===== src/rtl/data_parser_pairing.sv =====
// -----------------------------------------------------------------------------
// data_parser_pairing
//
// Purpose
//   Pairs two consecutive sweep frames that carry the same pulse identifier.
//   The first frame of a pair is stored. The second frame is accepted only if
//   every sensor timestamp advanced by a legal amount, with wrap-around allowed:
//     delta[k] = (ts_new[k] - ts_old[k]) mod 2**TS_W
//     MIN_DIFF < delta[k] < MAX_DIFF
//   An accepted pair is presented downstream as old/new timestamp iterations
//   on a valid/ready handshake. The upstream frame is acknowledged only after
//   that handshake completes, so downstream backpressure reaches upstream.
//   A stored frame expires after STALE_CYCLES clocks. If a CHECK evaluation
//   happens in the same cycle as the expiry, the CHECK evaluation wins.
//
// Ports
//   clk_72MHz               in   system clock
//   reset                   in   synchronous, active-high reset
//   triad_data              in   {ts[N-1],...,ts[0],id}; id in the LSBs
//   triad_data_avl          in   frame valid; held high until acknowledged
//   reset_pulse_identifier  out  acknowledge to upstream (frame consumed)
//   sensor_iterations       out  {old0,new0,old1,new1,...}; sensor 0 at the MSBs
//   sensor_data_avl         out  output valid
//   sensor_data_rdy         in   downstream ready
//
// Optional feature (macro PARSER_STATS_EN)
//   When PARSER_STATS_EN is defined, the block adds three outputs. Each one is
//   a 16-bit saturating counter, cleared by reset:
//     stat_pairs    PARSE entries
//     stat_rejects  illegal id-matches
//     stat_stale    stale expiries
//   When the macro is undefined, these ports and counters are absent.
// -----------------------------------------------------------------------------
module data_parser_pairing #(
  parameter int NUM_SENSORS  = 3,
  parameter int ID_W         = 17,
  parameter int TS_W         = 17,
  parameter int MIN_DIFF     = 7500,
  parameter int MAX_DIFF     = 65535,
  parameter int STALE_CYCLES = 720000
) (
  input  logic                            clk_72MHz,
  input  logic                            reset,
  input  logic [ID_W+NUM_SENSORS*TS_W-1:0] triad_data,
  input  logic                            triad_data_avl,
  output logic                            reset_pulse_identifier,
  output logic [2*NUM_SENSORS*TS_W-1:0]   sensor_iterations,
  output logic                            sensor_data_avl,
  input  logic                            sensor_data_rdy
`ifdef PARSER_STATS_EN
  ,
  output logic [15:0]                     stat_pairs,
  output logic [15:0]                     stat_rejects,
  output logic [15:0]                     stat_stale
`endif
);

  localparam int DATA_W = ID_W + NUM_SENSORS * TS_W;
  localparam int OUT_W  = 2 * NUM_SENSORS * TS_W;
  localparam int CNT_W  = $clog2(STALE_CYCLES + 1);

  localparam logic [TS_W-1:0]  MIN_D     = TS_W'(MIN_DIFF);
  localparam logic [TS_W-1:0]  MAX_D     = TS_W'(MAX_DIFF);
  localparam logic [CNT_W-1:0] STALE_MAX = CNT_W'(STALE_CYCLES);

  typedef enum logic [2:0] {
    S_WAIT,
    S_CHECK,
    S_STORE,
    S_PARSE,
    S_OUT,
    S_ACK
  } state_t;

  state_t            state_q;
  state_t            state_d;
  logic [DATA_W-1:0] stored_q;
  logic              stored_vld_q;
  logic [CNT_W-1:0]  stale_cnt_q;
  logic [OUT_W-1:0]  iter_q;
  logic              avl_q;
  logic              ack_q;

  logic [TS_W-1:0]   delta [NUM_SENSORS];
  logic              legal;
  logic              id_match;
  logic              stale_fire;
  logic [OUT_W-1:0]  pair_data;

  assign sensor_iterations      = iter_q;
  assign sensor_data_avl        = avl_q;
  assign reset_pulse_identifier = ack_q;

  // The identifier comparison is qualified by the valid flag rather than by the
  // stored contents. As a result, an all-zero frame is ordinary data.
  assign id_match = stored_vld_q && (triad_data[ID_W-1:0] == stored_q[ID_W-1:0]);

  // Expiry is suppressed while CHECK is evaluating the stored frame.
  // The expiry then happens one cycle later, unless CHECK consumed or replaced the frame.
  assign stale_fire = stored_vld_q && (stale_cnt_q == STALE_MAX) && (state_q != S_CHECK);

  // Wrap-aware deltas come from the natural TS_W-bit modular subtraction.
  // NOTE: every variable driven here gets a value before any conditional update.
  // Without that, a path that leaves it unassigned would infer a latch.
  always_comb begin
    legal = 1'b1;
    for (int k = 0; k < NUM_SENSORS; k++) begin
      delta[k] = triad_data[ID_W+k*TS_W +: TS_W] - stored_q[ID_W+k*TS_W +: TS_W];
      if (!((delta[k] > MIN_D) && (delta[k] < MAX_D))) begin
        legal = 1'b0;
      end
    end
  end

  // Output packing puts sensor 0 at the MSBs: {old0,new0,old1,new1,...}.
  always_comb begin
    pair_data = '0;
    for (int k = 0; k < NUM_SENSORS; k++) begin
      pair_data[OUT_W-1-(2*k)*TS_W   -: TS_W] = stored_q[ID_W+k*TS_W +: TS_W];
      pair_data[OUT_W-1-(2*k+1)*TS_W -: TS_W] = triad_data[ID_W+k*TS_W +: TS_W];
    end
  end

  always_comb begin
    state_d = state_q;
    unique case (state_q)
      S_WAIT:  if (triad_data_avl) state_d = S_CHECK;
      S_CHECK: begin
        if (!id_match)  state_d = S_STORE;
        else if (legal) state_d = S_PARSE;
        else            state_d = S_ACK;
      end
      S_STORE: state_d = S_ACK;
      S_PARSE: state_d = S_OUT;
      // The output register is raised on the first OUT cycle.
      // A transfer is possible only once that register shows valid.
      S_OUT:   if (avl_q && sensor_data_rdy) state_d = S_ACK;
      S_ACK:   if (!triad_data_avl) state_d = S_WAIT;
      default: state_d = S_WAIT;
    endcase
  end

  // NOTE: sequential state uses non-blocking assignments only, so every
  // register samples the pre-edge value of every other register.
  always_ff @(posedge clk_72MHz) begin
    if (reset) begin
      state_q      <= S_WAIT;
      stored_vld_q <= 1'b0;
      stale_cnt_q  <= '0;
      iter_q       <= '0;
      avl_q        <= 1'b0;
      ack_q        <= 1'b0;
    end else begin
      state_q <= state_d;
      // The acknowledge is a registered output. It is high for every cycle spent in ACK.
      ack_q   <= (state_d == S_ACK);

      if (stored_vld_q) begin
        if (stale_fire) begin
          stored_vld_q <= 1'b0;
          stale_cnt_q  <= '0;
        end else if (stale_cnt_q != STALE_MAX) begin
          stale_cnt_q <= stale_cnt_q + CNT_W'(1);
        end
      end

      // State actions are placed after the expiry logic.
      // A STORE or PARSE in the same cycle therefore takes precedence.
      unique case (state_q)
        S_STORE: begin
          stored_vld_q <= 1'b1;
          stale_cnt_q  <= '0;
        end
        S_PARSE: begin
          iter_q       <= pair_data;
          stored_vld_q <= 1'b0;
          stale_cnt_q  <= '0;
        end
        S_OUT: begin
          if (!avl_q)               avl_q <= 1'b1;
          else if (sensor_data_rdy) avl_q <= 1'b0;
        end
        default: ;
      endcase
    end
  end

  // NOTE: the stored frame is not reset.
  // stored_vld_q alone decides whether its contents mean anything.
  // Skipping the reset keeps the wide data register free of reset logic.
  always_ff @(posedge clk_72MHz) begin
    if (state_q == S_STORE) begin
      stored_q <= triad_data;
    end
  end

`ifdef PARSER_STATS_EN
  always_ff @(posedge clk_72MHz) begin
    if (reset) begin
      stat_pairs   <= '0;
      stat_rejects <= '0;
      stat_stale   <= '0;
    end else begin
      if ((state_q == S_PARSE) && (stat_pairs != 16'hFFFF)) begin
        stat_pairs <= stat_pairs + 16'd1;
      end
      if ((state_q == S_CHECK) && id_match && !legal && (stat_rejects != 16'hFFFF)) begin
        stat_rejects <= stat_rejects + 16'd1;
      end
      if (stale_fire && (stat_stale != 16'hFFFF)) begin
        stat_stale <= stat_stale + 16'd1;
      end
    end
  end
`endif

endmodule


===== config.mk =====
export PLATFORM = sky130hd
export DESIGN_NAME = data_parser_pairing
export DESIGN_NICKNAME = d
export VERILOG_FILES = /design/src/rtl/data_parser_pairing.sv
export SDC_FILE = /design/constraint.sdc
export NUM_CORES = 1
export LEC_CHECK = 0
export CORE_ASPECT_RATIO = 1.4
export CORE_MARGIN = 5
export CORE_UTILIZATION = 48
export CTS_BUF_LIST = sky130_fd_sc_hd__clkbuf_8 sky130_fd_sc_hd__clkbuf_16
export CTS_CLUSTER_DIAMETER = 40
export CTS_CLUSTER_SIZE = 8
export DETAILED_ROUTE_END_ITERATION = 8
export MAX_ROUTING_LAYER = met4
export PLACE_DENSITY = 0.8
export SKIP_LAST_GASP = 1
export SLEW_MARGIN = 20
export SYNTH_ARGS = -nofsm -noshare
export SYNTH_HDL_FRONTEND = slang
export SYNTH_SLANG_ARGS = --single-unit

===== constraint.sdc =====
create_clock -name clk_72MHz -period 6.1 [get_ports clk_72MHz]
set_input_delay 1.22 -clock clk_72MHz [delete_from_list [all_inputs] [get_ports clk_72MHz]]
set_output_delay 1.22 -clock clk_72MHz [all_outputs]
set_load 0.1 [all_outputs]

=== Yosys cells after proc, flatten, opt, wreduce, memory -nomap -nowiden ===
Index checks and enable logic that the tools add are counted.
Widths: inputs -> output; s select.

* Add/subtract/negate cells: 4
* Multiply operators: 0
* Div/mod/pow operators: 0
* $lt $le $gt $ge: 6
* Equal/unequal tests: 10
* Shift operators: 0
* Mux-type cells: 16
* Bitwise operators: 0
* Reductions and logical operators: 11

{| class="wikitable"
|+ Operator list
! kind !! count
|-
| $gt 17x13->1 const B || 3
|-
| $lt 17x16->1 const B || 3
|-
| $sub 17x17->17 || 3
|-
| $mux 20 || 2
|-
| $add 20x1->20 const B || 1
|-
| $eq 20x20->1 const B || 1
|-
| $ne 20x20->1 const B || 1
|-
| $pmux 3 s6 || 1
|-
| $eq 17x17->1 || 1
|-
| $mux 3 || 5
|-
| $eq 3x3->1 const B || 3
|-
| $logic_and 1x1->1 || 7
|-
| $mux 1 || 7
|-
| $eq 3x2->1 const B || 2
|-
| $eq 3x1->1 const B || 1
|-
| $logic_not 3->1 || 1
|-
| $ne 3x1->1 const B || 1
|-
| $reduce_or 3->1 || 1
|-
| $pmux 1 s2 || 1
|-
| $reduce_and 2->1 || 1
|-
| $reduce_bool 2->1 || 1
|}

* Register bits: 196
* Bits in latches: 0
* RAM bits: 0
* Bits in read-only memories: 0
* Input port bits: 72
* Output and inout bits: 104
* Logic and storage cells: 54
* Memories kept: 0

=== Depth between registers and ports, before layout ===
* Depth in word-level cells: 10
* Mapped depth: 14
* Depth with buffers taken out: 14

=== Worst setup path before layout ===
Ideal clock, no wire load.

* Kind: register to register
* From: reg state_q[2]
* To: reg stored_q[0] (enable)
* Library setup time: 0.592 ns
* Data arrival time: 5.411 ns
* Data required time: 5.508 ns
* Path slack: 0.097 ns
* Stages on the path, launching flop included: 3
* Path buffers: 1
* Period minus slack after synthesis: 6.003 ns
* Cells stage by stage: dfxtp_1 buf_2 nor3b_1

* Cells in the longest elaborated chain, start to end: 1

{| class="wikitable"
|+ Ends and longest elaborated chain
! item !! RTL line !! source
|-
| start: declaration || 75 || <nowiki>state_t state_q;</nowiki>
|-
| start signal: assignment || 154 || <nowiki>state_q <= state_d;</nowiki>
|-
| $eq 3x2->1 || 192 || <nowiki>if (state_q == S_STORE) begin</nowiki>
|-
| end signal: assignment || 193 || <nowiki>stored_q <= triad_data;</nowiki>
|-
| end: declaration || 77 || <nowiki>logic [DATA_W-1:0] stored_q;</nowiki>
|}

No other way between the ends.
A chain may end at the register's enable or synchronous reset.

=== Worst setup path after layout ===
* From: in triad_data[51]
* To: reg state_q[2]

* Cells in the longest elaborated chain, start to end: 7
* Elaborated cells on any way between the ends: 8
* Classes of those cells: add/sub: 1; order compare: 2; mux: 4; reduce/logical: 1

{| class="wikitable"
|+ Ends and longest elaborated chain
! item !! RTL line !! source
|-
| start: declaration || 44 || <nowiki>input logic [ID_W+NUM_SENSORS*TS_W-1:0] triad_data,</nowiki>
|-
| $sub 17x17->17 * || 108 || <nowiki>delta[k] = triad_data[ID_W+k*TS_W +: TS_W] - stored_q[ID_W+k*TS_W +: TS_W];</nowiki>
|-
| $gt 17x13->1 / $lt 17x16->1 (equally long branches) || 109 || <nowiki>if (!((delta[k] > MIN_D) && (delta[k] < MAX_D))) begin</nowiki>
|-
| $logic_and 1x1->1 * || 109 ||
|-
| $mux 1 * || 109 ||
|-
| $mux 3 * || 130 || <nowiki>else if (legal) state_d = S_PARSE;</nowiki>
|-
| $mux 3 * || 129 || <nowiki>if (!id_match) state_d = S_STORE;</nowiki>
|-
| $pmux 3 s6 * || 126 || <nowiki>unique case (state_q)</nowiki>
|}

Every way passes the cells marked *; elsewhere a longest branch is shown, timed or not.

==> out/metrics.yaml <==
via_per_inst: 5.46
avgSynthCellArea_um2: 8.82
stdcell_count: 1560
r2r_setup_slack_ns: 2.72
htree_levels: 4
arrival_ns: 4.66
core_um2: 20600
period_needed_ns: 4.30
p_per_area_nw_per_um2: 237
min-delay-start: "sensor_iterations[36]"
totalNegativeSetupSlack_ns: 0
power_frac_comb_pct: 16.6
post-route-period-util_pct: 70.5
holdPathStages: 2
maxCapViolations: 0
area_delta_synth_final_pct: 24.5
fp.dieH_um: 182
cp-start-kind: "input port"
grt_max_degree: 103
syn_nets: 1268
finalHoldViolCount: 0
finClkSkew_ns: 0.0124
ios: 176
overflow: 0
antenna_found_initial: 1
grt_pass1_wl_um: 41100
cts_resized: 0
preCtsSetupSlack_ns: 1.37
start_util_pct: 48.9
clockBufferDepth: 2
avgRoutedWirePerCell_um: 16.3
hpwlAfterDp_um: 18300
root_buffer: "clkbuf_16"
num_rows: 62
cts_setup_buffers: 0
die_x_um: 133
cts_buffers: 17
ys_ff_latch: 196
first_iter_violations: 300
place.gp.congestion: 0.939
synth_top_area_share_pct: 25.4
crit_fanout: 4
finalNetCount: 1415
synth_edf_count: 68
synth.distinct_cells: 87
worstMarginPinSlew_ns: 1.08
hold_end: "sensor_iterations[36]"
syn_area_um2: 10100
grt_setup_unrepaired: "no"
synth-async-reset-ratio_pct: 0
num_vias: 8523
fin_hold_ws_ns: 0.454
p_leak_nw: 4.56
ir_worst_vdd_mv: 0.191
synth-main-ff-cell: "dfxtp_1"
clk_pin_slew_worst_paths_ns: 0.08
sw_frac_of_total_pct: 28.8
worstPathRequired_ns: 6.46
cts_tree: "done"
ctsHoldBuffers: 0
drtAntennaViolNets: 0
p_switching_uw: 855
drv_slew: 0
clockPowerShare_pct: 36.4
fmax_mhz: 233
synthTopCellsByArea: "dfxtp_1 (25%), edfxtp_1 (20%), nand2_1 (9.6%), a21oi_1 (7.4%), ha_1 (6.2%)"
dieArea_um2: 24100
setup_violations: 0
fillCellCount: 1757
clk_latency_ns: 0.44
drive_gt1_share_pct: 5.45
fin_ws_ns: 1.80
reg2reg_to: "state_q[2]"
drc: 0
io_buffers: 175
grt_pass1_vias: 8415
p_int_mw: 2.11
worstSetupPathType: "in -> reg"
wirelength_um: 25400
synthCells: 1143
min-delay-path-class: "reg -> reg"
placed_cells: 1526
r2r_start: "stored_q[51]"
endpoint_kind: "register"
seq_area_frac_synth_pct: 45.7
r2r_cells: 12
yosysTopAreaCell: "dfxtp_1"
clock-sinks: 196
yosys_warnings: 0
status: "completed"
power_frac_seq_pct: 47.0
grt_usage_pct: 21.3
slew_headroom_pct: 27.7
drtPass1Iterations: 5
==> power groups by stage <==
stage / logic (mW) / registers (mW) / clock network (mW)
detailed placement: 0.489 / 1.43 / 0
floorplan: 0.286 / 1.48 / 0
global placement: 0.484 / 1.42 / 0
CTS: 0.492 / 1.40 / 1.10
global route: 0.538 / 1.40 / 1.15
finish: 0.493 / 1.40 / 1.08
==> how the worst max path moves through the flow <==
stage	start	end	slack, ns	depth (start not counted)
finish	triad_data[51]	state_q[2]	1.80	14
global route	triad_data[17]	state_q[2]	1.61	15
CTS	triad_data[51]	state_q[2]	1.83	14
detailed placement	triad_data[51]	state_q[2]	1.37	14
global placement	triad_data[51]	state_q[2]	1.41	14
floorplan	state_q[2]	stored_q[0]	0.1	2
==> stage by stage <==
step | total power, mW | cell area, um2 | utilization (%)
CTS | 2.99 | 12500 | 60.6
global placement | 1.91 | 12000 | 57.9
floorplan | 1.77 | 10100 | -
detailed placement | 1.91 | 12000 | 58.0
finish | 2.97 | 12600 | 60.8
global route | 3.08 | 12600 | 60.8
==> registers in the layout (all words and copies together) (netlist names) <==
register                flops
stored_vld_q                1
sensor_data_avl             1
reset_pulse_identifier      1
state_q                     3
stale_cnt_q                20
stored_q                   68
sensor_iterations         102
==> cell type report <==
class	instances	area, um2	share of cell area (%)
Inverter	65	244	1.94
Antenna cell	1	2.50	0.0199
Clock inverter	14	115	0.917
Tap cell	256	320	2.55
Sequential cell	196	4600	36.7
Multi-Input combinational cell	832	5040	40.2
Clock buffer	18	439	3.50
Timing Repair Buffer	178	1780	14.2
==> placed cells by master (no fill, tap or decap), types with 19 or more instances in the layout <==
| cell type | count |
|---|---|
| nor2_1 | 60 |
| dfxtp_1 | 128 |
| a21oi_1 | 150 |
| xnor2_1 | 45 |
| nand2_1 | 257 |
| inv_1 | 63 |
| clkdlybuf4s50_1 | 174 |
| o21ai_0 | 24 |
| ha_1 | 50 |
| xor2_1 | 28 |
| nand3_1 | 19 |
| edfxtp_1 | 68 |
| nor3_1 | 20 |
==> layer usage <==
metal  GRT usage (%)  vias up  wire, um
li1                -     4266         -
met1            23.5     3972     10300
met2            37.0      227     13000
met3            4.37       58      1210
met4            9.57        0       898
met5               -        -         0
==> worst max-delay path, stage by stage <==
cell and delay (ns):
clkdlybuf4s50_1 0.49, inv_1 0.05, ha_1 0.22, fa_1 0.42, and2b_4 0.29, o221a_2 0.21
o21a_4 0.16, a21o_1 0.11, a21oi_1 0.07, xor2_1 0.16, or3_1 0.38, a2111o_1 0.41
a211o_1 0.31, a21oi_1 0.15
==> kinds of logic (layout without fill, tap and decap cells) <==
| family | count (synthesis) | after routing | synth area share, % |
|---|---|---|---|
| compound gates | 268 | 268 | 16.9 |
| xor+xnor | 74 | 74 | 6.50 |
| fa+ha+maj | 53 | 53 | 6.80 |
| buf+inv | 115 | 275 | 4.69 |
| flops | 196 | 196 | 45.7 |
| mux | 2 | 2 | 0.198 |
| other cells | 0 | 1 | 0 |
| simple gates | 435 | 435 | 19.2 |
==> synth_stat cells, drive strengths merged, types with 4 or more instances <==
master,count
o21ai,26
nand2,258
and2,5
o41ai,4
or3,4
o211a,4
inv,65
nor4,8
o211ai,6
and3,8
nand3,20
xnor2,45
nor4b,4
a211o,4
and4,5
a31oi,10
a21oi,155
o31ai,5
a211oi,5
buf,11
nand4,16
nor2b,6
nor3,22
ha,50
dfxtp,128
nor3b,4
clkbuf,38
a21o,8
nor2,60
o21a,6
xor2,29
o2111ai,4
edfxtp,68
nand2b,5
Note: power is estimated with default switching activity, not from simulation.
